--- src/rtl/rv_regfile_wb_if.sv ---
// Bundle of the register-file ports seen by decode/execute and the data-memory side.
// master = pipeline driving requests; slave = the register file.
interface rv_regfile_wb_if #(
   parameter int XLEN = 32,
   parameter int NREG = 32
);
   localparam int AW = (NREG > 1) ? $clog2(NREG) : 1;

   logic [AW-1:0]   rs1_addr;
   logic [AW-1:0]   rs2_addr;
   logic            rs1_used;
   logic            rs2_used;
   logic [XLEN-1:0] rs1_data;
   logic [XLEN-1:0] rs2_data;
   logic            stall;

   logic            wb_en;
   logic [1:0]      wb_sel;
   logic [AW-1:0]   wb_addr;
   logic [XLEN-1:0] alu_res;
   logic [XLEN-1:0] lui_imm;
   logic [XLEN-1:0] ret_addr;

   logic            ld_issue;
   logic [AW-1:0]   ld_dest;
   logic            ld_rsp_valid;
   logic            ld_rsp_ready;
   logic [AW-1:0]   ld_rsp_addr;
   logic [XLEN-1:0] ld_rsp_data;

   logic            st_req;
   logic [AW-1:0]   st_src;
   logic            st_valid;
   logic            st_ready;
   logic [XLEN-1:0] st_data;

   logic            pend_any;

   modport master (
      output rs1_addr, rs2_addr, rs1_used, rs2_used,
      input  rs1_data, rs2_data, stall,
      output wb_en, wb_sel, wb_addr, alu_res, lui_imm, ret_addr,
      output ld_issue, ld_dest, ld_rsp_valid, ld_rsp_addr, ld_rsp_data,
      input  ld_rsp_ready,
      output st_req, st_src, st_ready,
      input  st_valid, st_data,
      input  pend_any
   );

   modport slave (
      input  rs1_addr, rs2_addr, rs1_used, rs2_used,
      output rs1_data, rs2_data, stall,
      input  wb_en, wb_sel, wb_addr, alu_res, lui_imm, ret_addr,
      input  ld_issue, ld_dest, ld_rsp_valid, ld_rsp_addr, ld_rsp_data,
      output ld_rsp_ready,
      input  st_req, st_src, st_ready,
      output st_valid, st_data,
      output pend_any
   );
endinterface

--- src/rtl/rv_regfile_wb.sv ---
// RV32I integer register file: prioritised write-back, write-through bypass,
// pending-load scoreboard with hazard stall, and a registered store-data channel.
module rv_regfile_wb #(
   parameter int XLEN       = 32,
   parameter int NREG       = 32,
   parameter int RESET_INIT = 0
) (
   input  logic             clk,
   input  logic             rst,
   rv_regfile_wb_if.slave   bus
);
   localparam int AW = (NREG > 1) ? $clog2(NREG) : 1;

   logic [XLEN-1:0] regs [NREG];
   logic [NREG-1:0] pend;
   logic [NREG-1:0] pend_next;

   logic            wb_write;
   logic            ld_accept;
   logic            wr_en;
   logic [AW-1:0]   wr_addr;
   logic [XLEN-1:0] wr_data;
   logic [XLEN-1:0] wb_value;

   logic            st_valid_q;
   logic [XLEN-1:0] st_data_q;
   logic            st_fire;
   logic [XLEN-1:0] st_operand;

   // Architectural write-back always wins the single write port; loads wait.
   assign wb_write          = bus.wb_en && (bus.wb_sel != 2'd3);
   assign bus.ld_rsp_ready  = !wb_write;
   assign ld_accept         = bus.ld_rsp_valid && !wb_write;

   always_comb begin
      wb_value = bus.alu_res;
      case (bus.wb_sel)
         2'd0:    wb_value = bus.alu_res;
         2'd1:    wb_value = bus.lui_imm;
         2'd2:    wb_value = bus.ret_addr;
         default: wb_value = bus.alu_res;
      endcase
   end

   always_comb begin
      wr_addr = '0;
      wr_data = '0;
      if (wb_write) begin
         wr_addr = bus.wb_addr;
         wr_data = wb_value;
      end else if (ld_accept) begin
         wr_addr = bus.ld_rsp_addr;
         wr_data = bus.ld_rsp_data;
      end
   end

   assign wr_en = (wb_write || ld_accept) && (wr_addr != '0);

   function automatic logic [XLEN-1:0] read_port(input logic [AW-1:0] addr);
      if (addr == '0)
         return '0;
      else if (wr_en && (wr_addr == addr))
         return wr_data;
      else
         return regs[addr];
   endfunction

   assign bus.rs1_data = read_port(bus.rs1_addr);
   assign bus.rs2_data = read_port(bus.rs2_addr);
   assign st_operand   = read_port(bus.st_src);

   always_ff @(posedge clk) begin
      if (!rst) begin
         for (int i = 0; i < NREG; i++)
            regs[i] <= (RESET_INIT != 0) ? XLEN'(i) : '0;
      end else if (wr_en) begin
         regs[wr_addr] <= wr_data;
      end
   end

   // Clear before set so an issue and a response to the same register leave it pending.
   always_comb begin
      pend_next = pend;
      if (ld_accept)
         pend_next[bus.ld_rsp_addr] = 1'b0;
      if (bus.ld_issue && (bus.ld_dest != '0))
         pend_next[bus.ld_dest] = 1'b1;
   end

   always_ff @(posedge clk) begin
      if (!rst)
         pend <= '0;
      else
         pend <= pend_next;
   end

   assign bus.stall = (bus.rs1_used && pend[bus.rs1_addr] && (bus.rs1_addr != '0)) ||
                      (bus.rs2_used && pend[bus.rs2_addr] && (bus.rs2_addr != '0));
   assign bus.pend_any = |pend;

   assign st_fire = bus.st_req && (!st_valid_q || bus.st_ready);

   always_ff @(posedge clk) begin
      if (!rst) begin
         st_valid_q <= 1'b0;
         st_data_q  <= '0;
      end else if (st_fire) begin
         st_valid_q <= 1'b1;
         st_data_q  <= st_operand;
      end else if (bus.st_ready) begin
         st_valid_q <= 1'b0;
      end
   end

   assign bus.st_valid = st_valid_q;
   assign bus.st_data  = st_data_q;
endmodule

--- src/flat_wrapper.sv ---
// flat-port wrapper written by rule: the top's interface ports become plain ports
module rv_regfile_wb_flat 
#(
   parameter int XLEN       = 32,
   parameter int NREG       = 32,
   parameter int RESET_INIT = 0
)
  (clk, rst, bus_rs1_addr, bus_rs2_addr, bus_rs1_used, bus_rs2_used, bus_rs1_data, bus_rs2_data, bus_stall, bus_wb_en, bus_wb_sel, bus_wb_addr, bus_alu_res, bus_lui_imm, bus_ret_addr, bus_ld_issue, bus_ld_dest, bus_ld_rsp_valid, bus_ld_rsp_addr, bus_ld_rsp_data, bus_ld_rsp_ready, bus_st_req, bus_st_src, bus_st_ready, bus_st_valid, bus_st_data, bus_pend_any);
  rv_regfile_wb_if #(.XLEN(XLEN), .NREG(NREG)) bus_i ();
  input  logic clk;
  input  logic rst;
  input wire logic [$bits(bus_i.rs1_addr)-1:0] bus_rs1_addr;
  input wire logic [$bits(bus_i.rs2_addr)-1:0] bus_rs2_addr;
  input wire logic [$bits(bus_i.rs1_used)-1:0] bus_rs1_used;
  input wire logic [$bits(bus_i.rs2_used)-1:0] bus_rs2_used;
  output wire logic [$bits(bus_i.rs1_data)-1:0] bus_rs1_data;
  output wire logic [$bits(bus_i.rs2_data)-1:0] bus_rs2_data;
  output wire logic [$bits(bus_i.stall)-1:0] bus_stall;
  input wire logic [$bits(bus_i.wb_en)-1:0] bus_wb_en;
  input wire logic [$bits(bus_i.wb_sel)-1:0] bus_wb_sel;
  input wire logic [$bits(bus_i.wb_addr)-1:0] bus_wb_addr;
  input wire logic [$bits(bus_i.alu_res)-1:0] bus_alu_res;
  input wire logic [$bits(bus_i.lui_imm)-1:0] bus_lui_imm;
  input wire logic [$bits(bus_i.ret_addr)-1:0] bus_ret_addr;
  input wire logic [$bits(bus_i.ld_issue)-1:0] bus_ld_issue;
  input wire logic [$bits(bus_i.ld_dest)-1:0] bus_ld_dest;
  input wire logic [$bits(bus_i.ld_rsp_valid)-1:0] bus_ld_rsp_valid;
  input wire logic [$bits(bus_i.ld_rsp_addr)-1:0] bus_ld_rsp_addr;
  input wire logic [$bits(bus_i.ld_rsp_data)-1:0] bus_ld_rsp_data;
  output wire logic [$bits(bus_i.ld_rsp_ready)-1:0] bus_ld_rsp_ready;
  input wire logic [$bits(bus_i.st_req)-1:0] bus_st_req;
  input wire logic [$bits(bus_i.st_src)-1:0] bus_st_src;
  input wire logic [$bits(bus_i.st_ready)-1:0] bus_st_ready;
  output wire logic [$bits(bus_i.st_valid)-1:0] bus_st_valid;
  output wire logic [$bits(bus_i.st_data)-1:0] bus_st_data;
  output wire logic [$bits(bus_i.pend_any)-1:0] bus_pend_any;
  assign bus_i.rs1_addr = bus_rs1_addr;
  assign bus_i.rs2_addr = bus_rs2_addr;
  assign bus_i.rs1_used = bus_rs1_used;
  assign bus_i.rs2_used = bus_rs2_used;
  assign bus_rs1_data = bus_i.rs1_data;
  assign bus_rs2_data = bus_i.rs2_data;
  assign bus_stall = bus_i.stall;
  assign bus_i.wb_en = bus_wb_en;
  assign bus_i.wb_sel = bus_wb_sel;
  assign bus_i.wb_addr = bus_wb_addr;
  assign bus_i.alu_res = bus_alu_res;
  assign bus_i.lui_imm = bus_lui_imm;
  assign bus_i.ret_addr = bus_ret_addr;
  assign bus_i.ld_issue = bus_ld_issue;
  assign bus_i.ld_dest = bus_ld_dest;
  assign bus_i.ld_rsp_valid = bus_ld_rsp_valid;
  assign bus_i.ld_rsp_addr = bus_ld_rsp_addr;
  assign bus_i.ld_rsp_data = bus_ld_rsp_data;
  assign bus_ld_rsp_ready = bus_i.ld_rsp_ready;
  assign bus_i.st_req = bus_st_req;
  assign bus_i.st_src = bus_st_src;
  assign bus_i.st_ready = bus_st_ready;
  assign bus_st_valid = bus_i.st_valid;
  assign bus_st_data = bus_i.st_data;
  assign bus_pend_any = bus_i.pend_any;
  rv_regfile_wb #(.XLEN(XLEN), .NREG(NREG), .RESET_INIT(RESET_INIT)) u_core (.clk(clk), .rst(rst), .bus(bus_i));
endmodule
--- config.mk ---
export PLATFORM = sky130hd
export DESIGN_NAME = rv_regfile_wb_flat
export DESIGN_NICKNAME = d
export VERILOG_FILES = /design/src/rtl/rv_regfile_wb_if.sv /design/src/rtl/rv_regfile_wb.sv /design/src/flat_wrapper.sv
export SDC_FILE = /design/constraint.sdc
export NUM_CORES = 2
export LEC_CHECK = 0
export BUFFER_PORTS_ARGS = -buffer_cell sky130_fd_sc_hd__buf_2
export CAP_MARGIN = 20
export CORE_MARGIN = 4
export CORE_UTILIZATION = 34
export CTS_CLUSTER_SIZE = 14
export DETAILED_ROUTE_END_ITERATION = 10
export PLACE_DENSITY_LB_ADDON = 0.25
export SLEW_MARGIN = 20
export SYNTH_ARGS = -nofsm -noshare
export SYNTH_HDL_FRONTEND = slang
export SYNTH_SLANG_ARGS = --single-unit
export TNS_END_PERCENT = 5
--- constraint.sdc ---
create_clock -name clk -period 3.1 [get_ports clk]
set_input_delay 0.155 -clock clk [delete_from_list [all_inputs] [get_ports clk]]
set_output_delay 0.155 -clock clk [all_outputs]
set_load 0.02 [all_outputs]
==> metrics.txt <==
status=finished, violations left; failing checks=negative setup slack; clock latency on the worst-skew pair=770 ps; count leader, synth=edfxtp_1; reg2reg end=u_core.bus.st_data[28]; Synth top area share=0.478; DRT Pass-1 Iters=8; Final Max Slew Viols=0; largest area contributor in the synthesized netlist=edfxtp_1; hold depth=5; number of DRC markers in iteration 0=7199; WL/cell=37.3 µm; final worst slack=-117 ps; final WL=279 mm; largest family of logic cells by synthesized area=multiplexers; largest net degree at the start of global routing=65; Synth area leaders=edfxtp_1 48%, mux4_2 31%, nor2_1 5.9%; clock tree sinks=1089; Yosys cell types=56; Die H=443 µm; switching share of power=0.292; Max Cap Violations=0; EDFF count, synth=1024; Seq pwr share=0.437; Static Leak=25.9 nW; Worst Setup Path Type=reg -> out; CTS tree=done; Post-synth top cells=1024 x edfxtp_1, 1009 x nor2_1, 880 x mux4_2; Rel. slew slack=0.342; post-synthesis compound-gate area fraction=0.0520; period utilisation layout=1.04; worst vdd ir=0.451 mV; CTS root buf=clkbuf_16; die area=196000 µm²; GR Overflow Total=0; synth warn=0; I/O pin cnt=269; Synth Cell Area=64400 µm²; TritonCTS buffer count=119; CP required=2940 ps; final setup fails=15; Final Hold Vio Count=0; Post-Synth XOR/XNOR Area=0.00163; register bit count reported by yosys=1089; kind of start point of the critical path=flip-flop; chip width=443 µm; Worst-Margin Slew=984 ps; Worst path slowest cell=mux4_2; FF-to-FF path depth=6; CP max stage delay=550 ps; RSZ-0062 raised after global routing=true; Worst Hold Class=in -> reg; average size of a mapped cell=14.3 µm²; ys async rst share=0; critical path capture point type=output pin; critical path cell sequence=mux4_2, mux4_2, mux2_4, a21oi_2, a211oi_2, buf_4; residual DRC count=0; Clk pwr share=0.352; initial core utilization=0.342; Worst Skew=46.1 ps; fin nets=5047; vias=48600; ys flop type=edfxtp_1; Hold Crit Start=bus_ld_rsp_data[14]; Power Density=521 nW/µm²; Int Pwr=28.5 mW; fillcell total=17000; synthesis-to-layout area growth=20.2%; Antenna Nets Post-Route=0; fmax=311 MHz; Mapped Cells=4512; crit-path most repeated cell=mux4_2; Via density=6.51; Port-buffer cells=268; total power=40.3 mW; core area=188000 µm²; mux share of post-synthesis cell area=0.325; worst hold slack=52.9 ps; Worst Path Max Fanout=3; min Tclk post-route=3220 ps; Post-DP HPWL=179 mm; H-tree lvl count=3; combinational share of power=0.212; clk slew on worst S/H paths=60 ps; sequential-to-total area share from yosys stat=0.498; Routability Congestion=0.912; Row Count=159; share of cells above drive strength 1=0.389; worst path arrival time=3060 ps; Register-to-Register Setup Slack=600 ps; Post-Synth Adder-Cell Area=0.000583; hold endpoint=u_core.bus.st_data[14]; initial antenna violation count=13; sw power=11.8 mW; post-synthesis simple-gate area fraction=0.0866; vias in the first global route=48100; reg-to-reg startpoint=u_core.regs[31][28]; clk buf depth=3; first-pass GRT wire length=384 mm; total track usage=0.278
## cell type report
cell class	instances	area, µm²	area share
Sequential cell	1089	32100	0.414
Multi-Input combinational cell	2886	31100	0.402
Timing Repair Buffer	742	7150	0.0924
Clock buffer	144	3140	0.0406
Tap cell	2495	3120	0.0404
Clock inverter	79	649	0.00839
Inverter	37	144	0.00186
Antenna cell	5	12.5	0.000162
## flip-flops by register name, summed over array words and instances, names as in the netlist
name                 cells
u_core.bus.st_data      32
u_core.bus.st_valid      1
u_core.pend             32
u_core.regs           1024
## worst max-delay path by stage
stage                                   from                   to  slack (ps)  cells past startpoint
after floorplan                bus_wb_sel[0]   u_core.regs[14][0]          70                      9
after global placement         bus_wb_sel[0]  u_core.regs[25][11]          60                     10
after detailed placement       bus_wb_sel[0]  u_core.regs[24][15]         -20                     10
after CTS                 u_core.regs[24][5]      bus_rs1_data[5]        -110                      6
after global routing      u_core.regs[24][5]      bus_rs1_data[5]        -120                      6
final                     u_core.regs[24][5]      bus_rs1_data[5]        -120                      6
## metal layers
layer  share of wire  vias to the layer above  track usage  routed length [µm]
li1                -                    18800            -                   -
met1            0.35                    25400        0.355               98200
met2            0.46                     3530        0.432              127000
met3            0.12                      866       0.0621               32600
met4           0.075                       12        0.172               21000
met5         0.00026                        -            0                  72
## kinds of logic (layout without fill, tap and decap cells)
| group | count (synthesis) | count (layout) |
|---|---|---|
| AO/OA/AOI/OAI | 521 | 521 |
| multiplexers | 985 | 985 |
| flip-flops | 1089 | 1089 |
| other | 1 | 37 |
| AND/OR/NAND/NOR | 1333 | 1333 |
| adder cells (fa/ha/maj) | 3 | 3 |
| buffers and inverters | 568 | 1002 |
| XOR/XNOR | 12 | 12 |
## layout by cell type (no fill, tap or decap), types with 42 or more instances in the layout
| cell type | instances |
|---|---|
| edfxtp_1 | 1024 |
| nor2_1 | 1009 |
| mux4_2 | 880 |
| buf_4 | 279 |
| buf_2 | 245 |
| buf_12 | 161 |
| o22ai_1 | 155 |
| clkbuf_16 | 121 |
| a21oi_1 | 103 |
| mux2i_1 | 72 |
| o21ai_0 | 65 |
| dfxtp_1 | 65 |
| nand2_2 | 63 |
| a211oi_1 | 57 |
| dlygate4sd3_1 | 48 |
| nor2b_1 | 42 |
## worst max-delay path: cells and delay by family (launching register included)
kind | cells | cell delay, ps
buffers and inverters | 1 | 170
muxes | 3 | 1410
DFF | 1 | 520
AOI/OAI and AO/OA | 2 | 200
## power by group through the flow
stage	logic (mW)	clock network [mW]	registers, mW
after floorplan	4.61	0	17.7
after global placement	8.22	0	17.8
after detailed placement	8.23	0	17.9
after CTS	8.40	14.3	17.6
after global routing	8.76	14.9	17.7
final	8.53	14.2	17.6
## metrics by stage
step,instances,util,cell area (µm²),setup slack (ps),TNS (ps)
after floorplan,4543,-,64500,71.2,0
after global placement,7196,0.387,72700,55.2,0
after detailed placement,7196,0.387,72700,-24.0,-676
after CTS,7467,0.411,77200,-112,-1060
after global routing,7475,0.411,77400,-120,-1530
final,7477,0.411,77400,-117,-330
## what timing repair did
action	4_1_cts	5_1_grt
pin swaps	3	4
hold endpoints to repair	286	0
hold buffers	48	0
resized for setup	65	13
gates cloned	0	0
buffers inserted	0	5
endpoints found under the setup margin	31	33
Power figures use the tool's default switching activity.
